$ cat src/rtl/uart_rx_fifo.sv
// ----------------------------------------------------------------------------
// uart_rx_fifo
//   Serial receive front-end. The asynchronous rx line is synchronised,
//   oversampled by a down-counting bit timer and deframed (8N1, LSB first,
//   or 8E1 when UART_RX_PARITY_EN is defined). Good bytes are pushed into a
//   show-ahead FIFO whose head is always presented on rd_data.
//
// Configuration macro
//   UART_RX_PARITY_EN : when defined, an even-parity bit follows the data
//                       bits; a parity mismatch is reported as frame_err.
//
// Parameters
//   CLK_DIV : clk cycles per serial bit (>= 4)
//   AW      : FIFO address width, depth = 2**AW
//
// Ports
//   clk       in   system clock (posedge)
//   rst       in   asynchronous reset, active-high
//   rx        in   serial line, asynchronous, idle high
//   rd_en     in   pop head byte (ignored while empty)
//   rd_data   out  FIFO head byte, valid while empty==0
//   empty     out  FIFO holds no bytes
//   full      out  FIFO holds 2**AW bytes
//   count     out  bytes currently stored (0..2**AW)
//   frame_err out  1-cycle pulse: bad stop bit (or bad parity)
//   overflow  out  1-cycle pulse: good byte dropped because FIFO full
// ----------------------------------------------------------------------------
module uart_rx_fifo #(
    parameter int CLK_DIV = 434,
    parameter int AW      = 3
) (
    input  logic          clk,
    input  logic          rst,
    input  logic          rx,
    input  logic          rd_en,
    output logic [7:0]    rd_data,
    output logic          empty,
    output logic          full,
    output logic [AW:0]   count,
    output logic          frame_err,
    output logic          overflow
);

    localparam int DEPTH = 1 << AW;
    localparam int TW    = $clog2(CLK_DIV);

    localparam logic [TW-1:0] BIT_RELOAD  = TW'(CLK_DIV - 1);
    localparam logic [TW-1:0] HALF_RELOAD = TW'(CLK_DIV / 2 - 1);
    localparam logic [TW-1:0] TIMER_ZERO  = TW'(0);
    localparam logic [TW-1:0] TIMER_ONE   = TW'(1);
    localparam logic [AW-1:0] PTR_ZERO    = AW'(0);
    localparam logic [AW-1:0] PTR_ONE     = AW'(1);
    localparam logic [AW:0]   CNT_ZERO    = (AW+1)'(0);
    localparam logic [AW:0]   CNT_ONE     = (AW+1)'(1);
    localparam logic [AW:0]   CNT_FULL    = (AW+1)'(DEPTH);

`ifdef UART_RX_PARITY_EN
    typedef enum logic [2:0] {
        ST_IDLE   = 3'd0,
        ST_START  = 3'd1,
        ST_DATA   = 3'd2,
        ST_PARITY = 3'd3,
        ST_STOP   = 3'd4,
        ST_BREAK  = 3'd5
    } state_t;
`else
    typedef enum logic [2:0] {
        ST_IDLE   = 3'd0,
        ST_START  = 3'd1,
        ST_DATA   = 3'd2,
        ST_STOP   = 3'd4,
        ST_BREAK  = 3'd5
    } state_t;
`endif

    // Registered state
    logic            rx_meta_q, rx_meta_d;
    logic            rxs_q,     rxs_d;
    state_t          state_q,   state_d;
    logic [TW-1:0]   timer_q,   timer_d;
    logic [2:0]      bit_idx_q, bit_idx_d;
    logic [7:0]      shift_q,   shift_d;
`ifdef UART_RX_PARITY_EN
    logic            par_bit_q, par_bit_d;
`endif
    logic [7:0]      mem_q [DEPTH];
    logic [7:0]      mem_d [DEPTH];
    logic [AW-1:0]   wr_ptr_q,  wr_ptr_d;
    logic [AW-1:0]   rd_ptr_q,  rd_ptr_d;
    logic [AW:0]     count_q,   count_d;
    logic [7:0]      rd_data_q, rd_data_d;
    logic            empty_q,   empty_d;
    logic            full_q,    full_d;
    logic            frame_err_q, frame_err_d;
    logic            overflow_q,  overflow_d;

    // Combinational helpers
    logic            tick_s;
    logic            push_s;
    logic            pop_s;

    // Next-state logic: synchroniser, bit timer, deframing FSM and FIFO
    always_comb begin
        rx_meta_d   = rx;
        rxs_d       = rx_meta_q;
        state_d     = state_q;
        bit_idx_d   = bit_idx_q;
        shift_d     = shift_q;
`ifdef UART_RX_PARITY_EN
        par_bit_d   = par_bit_q;
`endif
        frame_err_d = 1'b0;
        overflow_d  = 1'b0;
        push_s      = 1'b0;

        tick_s = (timer_q == TIMER_ZERO);
        // Timer free-runs down and parks at zero; states reload it as needed.
        if (tick_s) begin
            timer_d = timer_q;
        end else begin
            timer_d = timer_q - TIMER_ONE;
        end

        case (state_q)
            ST_IDLE: begin
                if (!rxs_q) begin
                    // Half a bit period lands the next tick mid start bit.
                    timer_d = HALF_RELOAD;
                    state_d = ST_START;
                end else begin
                    state_d = ST_IDLE;
                end
            end
            ST_START: begin
                if (tick_s) begin
                    if (!rxs_q) begin
                        timer_d   = BIT_RELOAD;
                        bit_idx_d = 3'd0;
                        state_d   = ST_DATA;
                    end else begin
                        // Line returned high: a glitch, silently ignored.
                        state_d = ST_IDLE;
                    end
                end else begin
                    state_d = ST_START;
                end
            end
            ST_DATA: begin
                if (tick_s) begin
                    shift_d[bit_idx_q] = rxs_q;
                    timer_d            = BIT_RELOAD;
                    if (bit_idx_q == 3'd7) begin
`ifdef UART_RX_PARITY_EN
                        state_d = ST_PARITY;
`else
                        state_d = ST_STOP;
`endif
                    end else begin
                        bit_idx_d = bit_idx_q + 3'd1;
                    end
                end else begin
                    state_d = ST_DATA;
                end
            end
`ifdef UART_RX_PARITY_EN
            ST_PARITY: begin
                if (tick_s) begin
                    par_bit_d = rxs_q;
                    timer_d   = BIT_RELOAD;
                    state_d   = ST_STOP;
                end else begin
                    state_d = ST_PARITY;
                end
            end
`endif
            ST_STOP: begin
                if (tick_s) begin
                    if (rxs_q) begin
                        state_d = ST_IDLE;
`ifdef UART_RX_PARITY_EN
                        if (par_bit_q != (^shift_q)) begin
                            frame_err_d = 1'b1;
                        end else if (!full_q || rd_en) begin
                            push_s = 1'b1;
                        end else begin
                            overflow_d = 1'b1;
                        end
`else
                        // A pop in the same cycle frees the slot for this byte.
                        if (!full_q || rd_en) begin
                            push_s = 1'b1;
                        end else begin
                            overflow_d = 1'b1;
                        end
`endif
                    end else begin
                        frame_err_d = 1'b1;
                        state_d     = ST_BREAK;
                    end
                end else begin
                    state_d = ST_STOP;
                end
            end
            ST_BREAK: begin
                // Held-low line: stay here so only one frame_err is reported.
                if (rxs_q) begin
                    state_d = ST_IDLE;
                end else begin
                    state_d = ST_BREAK;
                end
            end
            default: begin
                state_d = ST_IDLE;
            end
        endcase

        // FIFO update
        pop_s    = rd_en && !empty_q;
        mem_d    = mem_q;
        wr_ptr_d = wr_ptr_q;
        rd_ptr_d = rd_ptr_q;
        if (push_s) begin
            mem_d[wr_ptr_q] = shift_q;
            wr_ptr_d        = wr_ptr_q + PTR_ONE;
        end else begin
            wr_ptr_d = wr_ptr_q;
        end
        if (pop_s) begin
            rd_ptr_d = rd_ptr_q + PTR_ONE;
        end else begin
            rd_ptr_d = rd_ptr_q;
        end
        case ({push_s, pop_s})
            2'b10:   count_d = count_q + CNT_ONE;
            2'b01:   count_d = count_q - CNT_ONE;
            default: count_d = count_q;
        endcase
        // Head is computed from the next memory image so a push into an
        // emptying FIFO is visible the very next cycle.
        rd_data_d = mem_d[rd_ptr_d];
        empty_d   = (count_d == CNT_ZERO);
        full_d    = (count_d == CNT_FULL);
    end

    // State registers with asynchronous reset
    always_ff @(posedge clk or posedge rst) begin
        if (rst) begin
            rx_meta_q   <= 1'b1;
            rxs_q       <= 1'b1;
            state_q     <= ST_IDLE;
            timer_q     <= TIMER_ZERO;
            bit_idx_q   <= 3'd0;
            shift_q     <= 8'h00;
`ifdef UART_RX_PARITY_EN
            par_bit_q   <= 1'b0;
`endif
            for (int i = 0; i < DEPTH; i++) begin
                mem_q[i] <= 8'h00;
            end
            wr_ptr_q    <= PTR_ZERO;
            rd_ptr_q    <= PTR_ZERO;
            count_q     <= CNT_ZERO;
            rd_data_q   <= 8'h00;
            empty_q     <= 1'b1;
            full_q      <= 1'b0;
            frame_err_q <= 1'b0;
            overflow_q  <= 1'b0;
        end else begin
            rx_meta_q   <= rx_meta_d;
            rxs_q       <= rxs_d;
            state_q     <= state_d;
            timer_q     <= timer_d;
            bit_idx_q   <= bit_idx_d;
            shift_q     <= shift_d;
`ifdef UART_RX_PARITY_EN
            par_bit_q   <= par_bit_d;
`endif
            for (int i = 0; i < DEPTH; i++) begin
                mem_q[i] <= mem_d[i];
            end
            wr_ptr_q    <= wr_ptr_d;
            rd_ptr_q    <= rd_ptr_d;
            count_q     <= count_d;
            rd_data_q   <= rd_data_d;
            empty_q     <= empty_d;
            full_q      <= full_d;
            frame_err_q <= frame_err_d;
            overflow_q  <= overflow_d;
        end
    end

    assign rd_data   = rd_data_q;
    assign empty     = empty_q;
    assign full      = full_q;
    assign count     = count_q;
    assign frame_err = frame_err_q;
    assign overflow  = overflow_q;

endmodule

$ cat config.mk
export PLATFORM = sky130hd
export DESIGN_NAME = uart_rx_fifo
export DESIGN_NICKNAME = d
export VERILOG_FILES = /design/src/rtl/uart_rx_fifo.sv
export SDC_FILE = /design/constraint.sdc
export NUM_CORES = 1
export LEC_CHECK = 0
export CAP_MARGIN = 20
export CORE_UTILIZATION = 35
export DETAILED_ROUTE_END_ITERATION = 6
export GPL_TIMING_DRIVEN = 0
export PLACE_DENSITY = 0.5
export SETUP_SLACK_MARGIN = 0.4
export SYNTH_ARGS = -nofsm -noshare
export SYNTH_HDL_FRONTEND = slang
export SYNTH_SLANG_ARGS = --single-unit
$ cat constraint.sdc
create_clock -name clk -period 5.7 [get_ports clk]
set_clock_uncertainty 0.1 [all_clocks]
set_input_delay 0.855 -clock clk [delete_from_list [all_inputs] [get_ports clk]]
set_output_delay 0.855 -clock clk [all_outputs]
set_load 0.02 [all_outputs]
==> results.toml <==
[pwr]
cellPowerDensity_nw_per_um2 = 396
total_power_mw = 2.73
power_frac_seq = 0.321
switching_power_mw = 1.07
swShare = 0.393
ir_drop_mv = 0.179
power.internal_mw = 1.66
power.leakage_nw = 3.16
combPwrFrac = 0.441
p_clk_frac = 0.237

[logic_synthesis]
synth_ff_type = "dfrtp_1"
synth.mux.area_fraction = 0.191
synth_top_area_cell = "dfrtp_1"
yosys.cell_types.count = 60
synth_xor_area_frac = 0.0185
synth_compound_area_frac = 0.134
synth_edf_count = 0
ys_top_cells_by_area = "dfrtp_1, mux2_2, mux2i_1"
yosysWarnings = 0
syn_area_um2 = 6090
syn-num-nets = 554
yosys.area_share.simple = 0.143
async_flop_share = 1.00
ys_seq_area_frac = 0.457
synthDominantCellAreaShare = 0.444
syn_avg_cell_area_um2 = 11.2
ys_seq_elements = 111
synth_commonest_cells = "dfrtp_1, mux2_2, nor2_1, mux2i_1, clkbuf_1"
syn_inst = 541
yosys.area_share.adder = 0.0185
synth.most_common_cell = "dfrtp_1"
synth_top_family_by_area = "multiplexers"

[global_route]
overflow = 0
grt_pass1_wl_um = 25500
grt_start_max_net_pins = 60
grt_util_all_layers = 0.186
grt_pass1_vias = 4645
antenna_found_initial = 0

[clock_tree]
clk_latency_ns = 0.36
hold_buffers = 0
cts_tree = "built"
clk_pin_slew_worst_paths_ns = 0.07
cts_resized = 0
cts_made_buffers = 9
htreeDepth = 3
post_cts_buffers = 0
clkSinkCount = 111
cts-root-buf = "clkbuf_16"
clock_path_buffers = 2

[die]
die_area_um2 = 17900
fp.dieW_um = 134
start_util = 0.363
die_h_um = 134
rows = 47
core_area_um2 = 16800
ios = 20

[timing]
setup_viol = 0
rsz0062_at_grt = "no"
max_clock_freq_mhz = 294
slew_viol_final = 0
finalSetupTns_ns = 0
min_period_over_period = 0.597
holdWs_ns = 0.257
relSlewSlack = 0.300
hold_viol_final = 0
worst_pin_slew_ns = 1.04
finalCriticalPeriod_ns = 3.40

[finish]
num_antenna_cells = 0
layout-drive-gt1-share = 0.233
area_delta_synth_final_pct = 13.2
nFillCells = 1620
fin_nets = 587

[routing]
wire_per_inst_um = 19.6
drt_pass1_iterations = 5
wl_um = 15700
vias = 4505
drcViolationCount = 0
ant_nets = 0
vias_per_cell = 5.64
drt_iter0_drc = 262

[worst_setup_path]
critPathMaxFanout = 9
required_ns = 5.87
arrival_ns = 3.57
endpoint_kind = "flop"
critPathLaunchType = "primary input"
worstSetupPathType = "primary input to flop"

[placement]
hpwlAfterDp_um = 11300
gp_congestion = 0.827
port_buffers = 19

[flow_run]
max_cap_viol_count = 0

[status]
status = "completed"

[hold_path]
hold_class = "flop to flop"
## worst max-delay path: stages
cell and delay [ns]:
clkdlybuf4s50_1 0.57, nand2b_1 0.15, and4_1 0.22, buf_6 0.15
inv_4 0.07, ha_1 0.28, clkbuf_1 0.20, nor4b_1 0.29
o211ai_1 0.17, and3_1 0.20, nor2_1 0.18, nor4b_2 0.23
## metrics by stage
step                setup WS (ns)  cell area (um2)   util  cells
global route                 2.07             6890  0.411    799
global placement           0.0831             6550  0.391    780
floorplan                    1.82             6090      -    541
CTS                          2.28             6880  0.411    797
detailed placement           1.94             6580  0.393    781
finish                       2.30             6890  0.411    799
## layer usage
layer  wire [um]  part of all wire  vias to the layer above  track usage
li1            -                 -                     2102            -
met1        7240              0.46                     2289        0.242
met2        7600              0.49                       87        0.309
met3         500             0.032                       27       0.0325
met4         313             0.020                        0       0.0657
met5           0                 0                        -            0
## power by group through the flow
stage / Clock, mW / Combinational, mW / Sequential [mW]
6_report: 0.648 / 1.20 / 0.877
3_3_place_gp: 0 / 1.15 / 0.892
5_1_grt: 0.700 / 1.31 / 0.883
3_5_place_dp: 0 / 1.17 / 0.893
2_1_floorplan: 0 / 0.782 / 0.927
4_1_cts: 0.668 / 1.18 / 0.877
## final timing paths
check / from / to / slack [ns] / cells past startpoint
setup / recovery: rd_en / empty / 2.30 / 12
hold / removal: rx_meta_q / rxs_q / 0.26 / 0
setup reg to reg: timer_q[0] / empty / 2.58 / 13
hold reg to reg: rx_meta_q / rxs_q / 0.26 / 0
max in group asynchronous: rst / mem_q[43] / 3.86 / 3
min in group asynchronous: rst / timer_q[4] / 0.89 / 2
## sequential cells by signal, summed over array words and instances (netlist names)
| signal | flops |
|---|---|
| empty | 1 |
| overflow | 1 |
| mem_q | 64 |
| bit_idx_q | 3 |
| timer_q | 9 |
| rd_data | 8 |
| wr_ptr_q | 3 |
| state_q | 3 |
| rxs_q | 1 |
| rx_meta_q | 1 |
| frame_err | 1 |
| rd_ptr_q | 3 |
| full | 1 |
| shift_q | 8 |
| count | 4 |
## cell families (layout without fill, tap and decap cells)
| kind of cell | count (synthesis) | after routing |
|---|---|---|
| buffers and inverters | 52 | 90 |
| adders and majority gates | 9 | 9 |
| AOI/OAI and AO/OA | 95 | 95 |
| and+or+nand+nor | 155 | 155 |
| muxes | 107 | 107 |
| xor gates and xnor gates | 12 | 12 |
| DFF | 111 | 111 |
## cell usage in the layout (no fill, tap or decap), drive strengths merged, types with 2 or more instances in the layout
master	synthesis	layout
a21oi	7	7
or2	2	2
o41ai	2	2
inv	13	14
o31ai	2	2
clkbuf	28	40
xnor2	8	8
mux2	73	73
o221a	16	16
nor4	5	5
clkdlybuf4s50	0	19
ha	9	9
nand3	7	7
mux2i	34	34
nand2b	5	5
nor2	55	55
o21ai	10	10
o2111ai	16	16
dfstp	3	3
nor3b	11	11
nor3	10	10
xor2	4	4
nor4bb	2	2
buf	11	14
nand2	18	18
and3	2	2
nand4	10	10
o211ai	17	17
nand3b	6	6
nor4b	3	3
o32a	16	16
clkinvlp	0	2
nor2b	2	2
dfrtp	108	108
or3	10	10
## layout make-up
type,instances,area [um2],share of cell area
Timing Repair Buffer,22,228,0.0330
Inverter,13,53.8,0.00781
Buffer,39,178,0.0258
Clock buffer,12,246,0.0358
Sequential cell,111,2780,0.404
Tap cell,220,275,0.0399
Multi-Input combinational cell,378,3080,0.446
Clock inverter,4,53.8,0.00781
(Power assumes the default switching activity.)
